**src/rtl/mpsoc_dbg_or1k_access_arb_if.sv**
```systemverilog
// mpsoc_dbg_or1k_access_arb_if: request/grant and shared-port handshake bundle for the debug access arbiter
interface mpsoc_dbg_or1k_access_arb_if #(
  parameter int NC = 8
);
  localparam int SW = (NC > 1) ? $clog2(NC) : 1;
  logic [NC-1:0] req, stall, gnt, done;
  logic [SW-1:0] sel;
  logic port_stb, port_ack, err, busy;
  modport master(output req, stall, port_ack, input gnt, sel, port_stb, done, err, busy);
  modport slave(input req, stall, port_ack, output gnt, sel, port_stb, done, err, busy);
endinterface

```
**src/rtl/mpsoc_dbg_or1k_access_arb.sv**
```systemverilog
// mpsoc_dbg_or1k_access_arb: round-robin sequencer granting the shared debug port to one stalled core at a time
module mpsoc_dbg_or1k_access_arb #(
  parameter int X = 2,
  parameter int Y = 2,
  parameter int Z = 2,
  parameter int CORES_PER_TILE = 1,
  parameter int TIMEOUT = 64
)(
  input logic cpu_clk_i,
  input logic cpu_rstn_i,
  mpsoc_dbg_or1k_access_arb_if.slave bus
);
  localparam int NC = X * Y * Z * CORES_PER_TILE;
  localparam int SW = (NC > 1) ? $clog2(NC) : 1;
  localparam int CW = $clog2(TIMEOUT);
  typedef enum logic [1:0] {IDLE, GRANT, WAIT, DONE} state_t;
  state_t state, state_n;
  logic [NC-1:0] gnt, elig;
  logic [SW-1:0] sel, ptr, pick, idx;
  logic [CW-1:0] cnt;
  logic err, err_n, found;
  assign elig = bus.req & bus.stall;
  // first eligible core at or after ptr, wrapping
  always_comb begin
    found = 1'b0;
    pick = '0;
    idx = '0;
    for (int o = 0; o < NC; o++) begin
      idx = SW'((int'(ptr) + o) % NC);
      if (!found && elig[idx]) begin
        found = 1'b1;
        pick = idx;
      end
    end
  end
  // ack beats stall drop beats timeout, so err is simply "no ack"
  always_comb begin
    state_n = state;
    err_n = err;
    case (state)
      IDLE: state_n = found ? GRANT : IDLE;
      GRANT: state_n = WAIT;
      WAIT: if (bus.port_ack || !bus.stall[sel] || cnt == CW'(TIMEOUT - 1)) begin
        state_n = DONE;
        err_n = !bus.port_ack;
      end
      default: state_n = IDLE;
    endcase
  end
  always_ff @(posedge cpu_clk_i or negedge cpu_rstn_i)
    if (!cpu_rstn_i) begin
      state <= IDLE;
      err <= 1'b0;
      cnt <= '0;
      ptr <= '0;
      gnt <= '0;
      sel <= '0;
    end else begin
      state <= state_n;
      err <= err_n;
      cnt <= (state == GRANT) ? '0 : (state == WAIT && state_n == WAIT) ? cnt + 1'b1 : cnt;
      if (state == IDLE && found) begin
        gnt <= NC'(1) << pick;
        sel <= pick;
      end
      if (state == DONE) begin
        gnt <= '0;
        sel <= '0;
        ptr <= (sel == SW'(NC - 1)) ? '0 : sel + 1'b1;
      end
    end
  assign bus.gnt = gnt;
  assign bus.sel = sel;
  assign bus.port_stb = state == GRANT;
  assign bus.done = (state == DONE) ? gnt : '0;
  assign bus.err = state == DONE && err;
  assign bus.busy = state != IDLE;
endmodule

```
**src/flat_wrapper.sv**
```systemverilog
// flat-port wrapper written by rule: the top's interface ports become plain ports
module mpsoc_dbg_or1k_access_arb_flat 
#(
  parameter int X = 2,
  parameter int Y = 2,
  parameter int Z = 2,
  parameter int CORES_PER_TILE = 1,
  parameter int TIMEOUT = 64
)
  (cpu_clk_i, cpu_rstn_i, bus_req, bus_stall, bus_port_ack, bus_gnt, bus_sel, bus_port_stb, bus_done, bus_err, bus_busy);
  mpsoc_dbg_or1k_access_arb_if #(.NC((8))) bus_i ();
  input logic cpu_clk_i;
  input logic cpu_rstn_i;
  input wire logic [$bits(bus_i.req)-1:0] bus_req;
  input wire logic [$bits(bus_i.stall)-1:0] bus_stall;
  input wire logic [$bits(bus_i.port_ack)-1:0] bus_port_ack;
  output wire logic [$bits(bus_i.gnt)-1:0] bus_gnt;
  output wire logic [$bits(bus_i.sel)-1:0] bus_sel;
  output wire logic [$bits(bus_i.port_stb)-1:0] bus_port_stb;
  output wire logic [$bits(bus_i.done)-1:0] bus_done;
  output wire logic [$bits(bus_i.err)-1:0] bus_err;
  output wire logic [$bits(bus_i.busy)-1:0] bus_busy;
  assign bus_i.req = bus_req;
  assign bus_i.stall = bus_stall;
  assign bus_i.port_ack = bus_port_ack;
  assign bus_gnt = bus_i.gnt;
  assign bus_sel = bus_i.sel;
  assign bus_port_stb = bus_i.port_stb;
  assign bus_done = bus_i.done;
  assign bus_err = bus_i.err;
  assign bus_busy = bus_i.busy;
  mpsoc_dbg_or1k_access_arb #(.X(X), .Y(Y), .Z(Z), .CORES_PER_TILE(CORES_PER_TILE), .TIMEOUT(TIMEOUT)) u_core (.cpu_clk_i(cpu_clk_i), .cpu_rstn_i(cpu_rstn_i), .bus(bus_i));
endmodule
```
**config.mk**
```make
export PLATFORM = sky130hd
export DESIGN_NAME = mpsoc_dbg_or1k_access_arb_flat
export DESIGN_NICKNAME = d
export VERILOG_FILES = /design/src/rtl/mpsoc_dbg_or1k_access_arb_if.sv /design/src/rtl/mpsoc_dbg_or1k_access_arb.sv /design/src/flat_wrapper.sv
export SDC_FILE = /design/constraint.sdc
export NUM_CORES = 1
export LEC_CHECK = 0
export CAP_MARGIN = 20
export CORE_MARGIN = 10
export CORE_UTILIZATION = 59
export CTS_BUF_LIST = sky130_fd_sc_hd__clkbuf_4
export CTS_CLUSTER_SIZE = 16
export DETAILED_ROUTE_END_ITERATION = 8
export PLACE_DENSITY = 0.95
export RECOVER_POWER = 100
export SLEW_MARGIN = 20
export SYNTH_ARGS = -nofsm -noshare
export SYNTH_HDL_FRONTEND = slang
export SYNTH_SLANG_ARGS = --single-unit
```
**constraint.sdc**
```tcl
create_clock -name cpu_clk_i -period 7.75 [get_ports cpu_clk_i]
set_clock_uncertainty 0.1 [all_clocks]
set_input_delay 1.55 -clock cpu_clk_i [delete_from_list [all_inputs] [get_ports cpu_clk_i]]
set_output_delay 1.55 -clock cpu_clk_i [all_outputs]
set_load 0.02 [all_outputs]
```
==> impl_summary.md <==
Outcome
The run finished with clean final reports.

Min path
The cell depth of the worst min-delay path is 2. The startpoint identified for the worst hold timing path is u_core.err. The hold-critical path endpoint is u_core.err.

The min-delay analysis places its worst path in the category flop to flop.

GRT
Global routing consumed, over all layers together, 17.93% of the routing resources. The wire length of the first global-routing pass is 9.473 mm. Entering global routing, the biggest net connects 31 pins.

Global routing finished with a remaining overflow of 0. The number of antenna violations at the first check in global routing is 0. The number of global-route vias before repair is 1980.

Logic synthesis
After synthesis, the largest family of logic cells by area is simple AND/OR/NAND/NOR gates. The number of nets in the synthesized netlist is 265. The cell area after synthesis is 2230 µm². The primary flip-flop cell chosen by synthesis mapping is sky130_fd_sc_hd__dfrtp_1. The post-synthesis share of cell area spent on full adders, half adders and majority gates is 5.051%. The mux contribution to synthesized area is 17.23%.

After synthesis, the share of flip-flops with an asynchronous set or reset is 100.0%. The netlist uses 61 different library cells. Summing the areas of all xor and xnor instances in the mapped netlist gives 3.535% of the synthesized area. The sequential area share after synthesis is 25.81%.

In this run, synthesis produced a sequential element count of 23. The basic-gate share of the synthesized area counting and, or, nand and nor cells is 25.48%. The average size of a mapped cell is 9.408 µm². The synthesized instance count is 237. Yosys mapped a number of flops with a built-in enable equal to 0. During synthesis, Yosys emitted a total of 0 warnings.

Summing the areas of all compound-gate instances in the mapped netlist gives 17.62% of the synthesized area.

Final layout
The fraction of layout cells with a size suffix above 1 is 9.594%. The number of nets in the finished design is 300. The repair_antennas step left the layout with diodes totalling 0. The layout has 260 filler cells. The relative area change from synthesis to final layout is 17.73%.

The area taken by multi-input logic gates is 1518 µm². The sequential cell area is 575.6 µm². The final cell area excluding filler cells is 2625 µm². The final standard cell utilization of the core is 71.70%.

Route
The detail route stage leaves a number of antenna-violating nets equal to 0. The number of vias after detailed routing is 2109. The final routed wirelength across all metal layers is 5.872 mm. The number of design-rule violations left by the first detailed-router iteration is 252.

The average vias per placed instance is 6.611. The first-pass iteration count of the detailed router is 5. In the routed design, unresolved DRC markers number 0.

The mean routed wirelength per cell is 18.41 µm.

STA
The worst pin sits at a relative slew slack of 12.45%. The total count of hold-check failures in the final report is 0. Dividing the final minimum period by the clock period gives 62.50%.

Setup repair after global routing left no endpoint under its margin. The number of max-slew violations in the final report is 0. Final hold analysis gives a worst-case slack of 0.4033 ns. Derived from the worst setup path, the maximum achievable clock frequency is 0.2065 GHz. Counting I/O delays and the setup requirement, the final critical path takes 4.843 ns. Setup violations remaining at the end of the flow were counted as 0. At the pin with the least slew margin, the transition time is 1.300 ns.

For the final routed database, the setup TNS stands at 0 ns.

Clock tree
The clock transition at the registers of the reported paths is 0.12 ns. The number of gates resized after cts is 0. The number of setup buffers added after CTS is 0. After clock tree synthesis, the flow added hold-fix buffers numbering 0.

Buffers inserted during clock tree synthesis total 3. CTS placed an instance of sky130_fd_sc_hd__clkbuf_4 at the clock tree root. The clock sink total is 23. The number of levels in the clock H-tree is 1. In this run the deepest clock path goes through 2 buffers. The TritonCTS clock tree is built. The clock reaches the later pin of the worst-skew pair after 0.32 ns.

Floorplanning
The initial utilization of the core area, before any placement, comes to 60.90%. The core area is 3661 µm². The initialized floorplan defines 22 standard-cell rows. 41 I/O pins were placed. From left edge to right edge, the die measures 81.48 µm. The die height is 81.48 µm.

The overall die area is 6638 µm².

Placed design
At the end of routability-driven placement, the weighted congestion stood at 0.9959. The placed wire-length estimate is 4.602 mm. Input and output buffers added on the ports amount to 40. The instance area after placement is 2614 µm².

Setup path
The depth of the worst register-to-register path is 10. In this run the register-to-register setup slack is 2.92 ns. Data on the critical path is required at its endpoint by 7.86 ns. The worst-path maximum fanout is 10. The worst setup path is launched from a primary input. In this run the critical register-to-register path is captured at u_core.cnt[4]. The startpoint of the lowest-slack register-to-register path is u_core.ptr[0]. The classification of the worst setup path is primary input to flop.

The worst setup path is captured at a flop. At the worst endpoint, the arrival time is 4.95 ns.

Power
Dividing total power by cell area gives a power density of 420.1 nW/µm². The standby leakage power is 1.146 nW. The worst supply voltage drop on vdd is 0.2495 mV.

Run
The max-capacitance violation count is 0.
critical path, cell delays in order:
cell	delay, ns
sky130_fd_sc_hd__dlygate4sd3_1	0.61
sky130_fd_sc_hd__and2_0	0.24
sky130_fd_sc_hd__mux2i_1	0.38
sky130_fd_sc_hd__mux4_1	0.41
sky130_fd_sc_hd__nand4_1	0.18
sky130_fd_sc_hd__o21ai_0	1.05
sky130_fd_sc_hd__nand4_1	0.23
sky130_fd_sc_hd__xor2_1	0.23
sky130_fd_sc_hd__nor2_1	0.06
kinds of logic after synthesis:
family,after synthesis
xor gates and xnor gates,9
and+or+nand+nor,101
adders and majority gates,9
DFF,23
AOI/OAI and AO/OA,52
muxes,22
buffers and inverters,21
registers in the layout (all words and copies together) (netlist names):
name / cells
u_core.err: 1
u_core.ptr: 3
u_core.bus.gnt: 8
u_core.bus.sel: 3
u_core.state: 2
u_core.cnt: 6
cells in the final DEF, fill, tap and decap left out, types with 3 or more instances in the layout:
cell type,n
sky130_fd_sc_hd__mux2i_1,7
sky130_fd_sc_hd__a32o_1,5
sky130_fd_sc_hd__clkdlybuf4s50_1,16
sky130_fd_sc_hd__ha_1,9
sky130_fd_sc_hd__nor3_1,3
sky130_fd_sc_hd__a21boi_0,3
sky130_fd_sc_hd__and2_1,20
sky130_fd_sc_hd__o221ai_1,3
sky130_fd_sc_hd__a211oi_1,4
sky130_fd_sc_hd__dfrtp_1,23
sky130_fd_sc_hd__nand4_1,9
sky130_fd_sc_hd__a22o_1,4
sky130_fd_sc_hd__mux4_2,10
sky130_fd_sc_hd__nand4b_1,3
sky130_fd_sc_hd__o21ai_0,10
sky130_fd_sc_hd__xor2_1,7
sky130_fd_sc_hd__nand2_1,25
sky130_fd_sc_hd__inv_1,9
sky130_fd_sc_hd__nand3_1,7
sky130_fd_sc_hd__nor2_1,17
sky130_fd_sc_hd__a21oi_1,7
sky130_fd_sc_hd__dlygate4sd3_1,24
sky130_fd_sc_hd__clkbuf_4,4
report_power, final:
part / internal, mW / switching [mW] / leakage (nW)
clock: 0.0237 / 0.0360 / 0.0184
combinational: 0.346 / 0.458 / 0.823
sequential: 0.161 / 0.0780 / 0.305
total: 0.531 / 0.572 / 1.15
worst max path at each step:
stage	start	end	slack, ns	depth (start not counted)
after floorplan	bus_req[4]	u_core.bus.gnt[2]	3.89	7
after global placement	bus_stall[0]	u_core.bus.gnt[6]	3.24	9
after detailed placement	bus_stall[6]	u_core.bus.gnt[6]	3.21	9
after CTS	u_core.ptr[0]	u_core.bus.gnt[6]	3.50	9
after global routing	u_core.ptr[0]	u_core.cnt[4]	2.52	10
final	bus_stall[7]	u_core.cnt[4]	2.91	9
cell usage after synthesis, types with 3 or more instances:
cell type / number / area, µm²
sky130_fd_sc_hd__nand2_1: 25 / 93.84
sky130_fd_sc_hd__mux4_2: 10 / 225.2
sky130_fd_sc_hd__a21oi_1: 7 / 35.03
sky130_fd_sc_hd__inv_1: 9 / 33.78
sky130_fd_sc_hd__a21boi_0: 3 / 22.52
sky130_fd_sc_hd__xor2_1: 7 / 61.31
sky130_fd_sc_hd__mux2i_1: 7 / 70.07
sky130_fd_sc_hd__nor2_1: 17 / 63.81
sky130_fd_sc_hd__o221ai_1: 3 / 26.28
sky130_fd_sc_hd__ha_1: 9 / 112.6
sky130_fd_sc_hd__dfrtp_1: 23 / 575.6
sky130_fd_sc_hd__nor3_1: 3 / 15.01
sky130_fd_sc_hd__nand4_1: 9 / 56.30
sky130_fd_sc_hd__and2_1: 20 / 125.1
sky130_fd_sc_hd__clkbuf_1: 3 / 11.26
sky130_fd_sc_hd__o21ai_0: 9 / 45.04
sky130_fd_sc_hd__a32o_1: 5 / 50.05
sky130_fd_sc_hd__nand4b_1: 3 / 26.28
sky130_fd_sc_hd__a22o_1: 4 / 35.03
sky130_fd_sc_hd__nand3_1: 7 / 35.03
sky130_fd_sc_hd__buf_2: 3 / 15.01
sky130_fd_sc_hd__a211oi_1: 4 / 30.03
per-stage QoR:
| stage | worst slack, ns | instances | power (mW) |
|---|---|---|---|
| floorplan | 3.894 | 237 | 0.8639 |
| global placement | 3.236 | 315 | 1.033 |
| detailed placement | 3.209 | 315 | 1.050 |
| CTS | 3.499 | 319 | 1.113 |
| global route | 2.524 | 319 | 1.185 |
| finish | 2.907 | 319 | 1.103 |
area by class of cell:
cell class,instances,share of cell area (%)
well taps,48,2.288
multi-input cells,193,57.82
clock buffers,4,1.144
flip-flops and latches,23,21.93
inverters,11,1.573
repair buffers,40,15.25
layer usage:
layer	GRT usage [%]	vias up	part of all wire, %
met1	22.73	1005	41
met3	4.694	13	9.5
met4	3.979	0	1.6
met2	29.94	119	48
li1	-	972	-
met5	0	-	0
(Power assumes the default switching activity.)
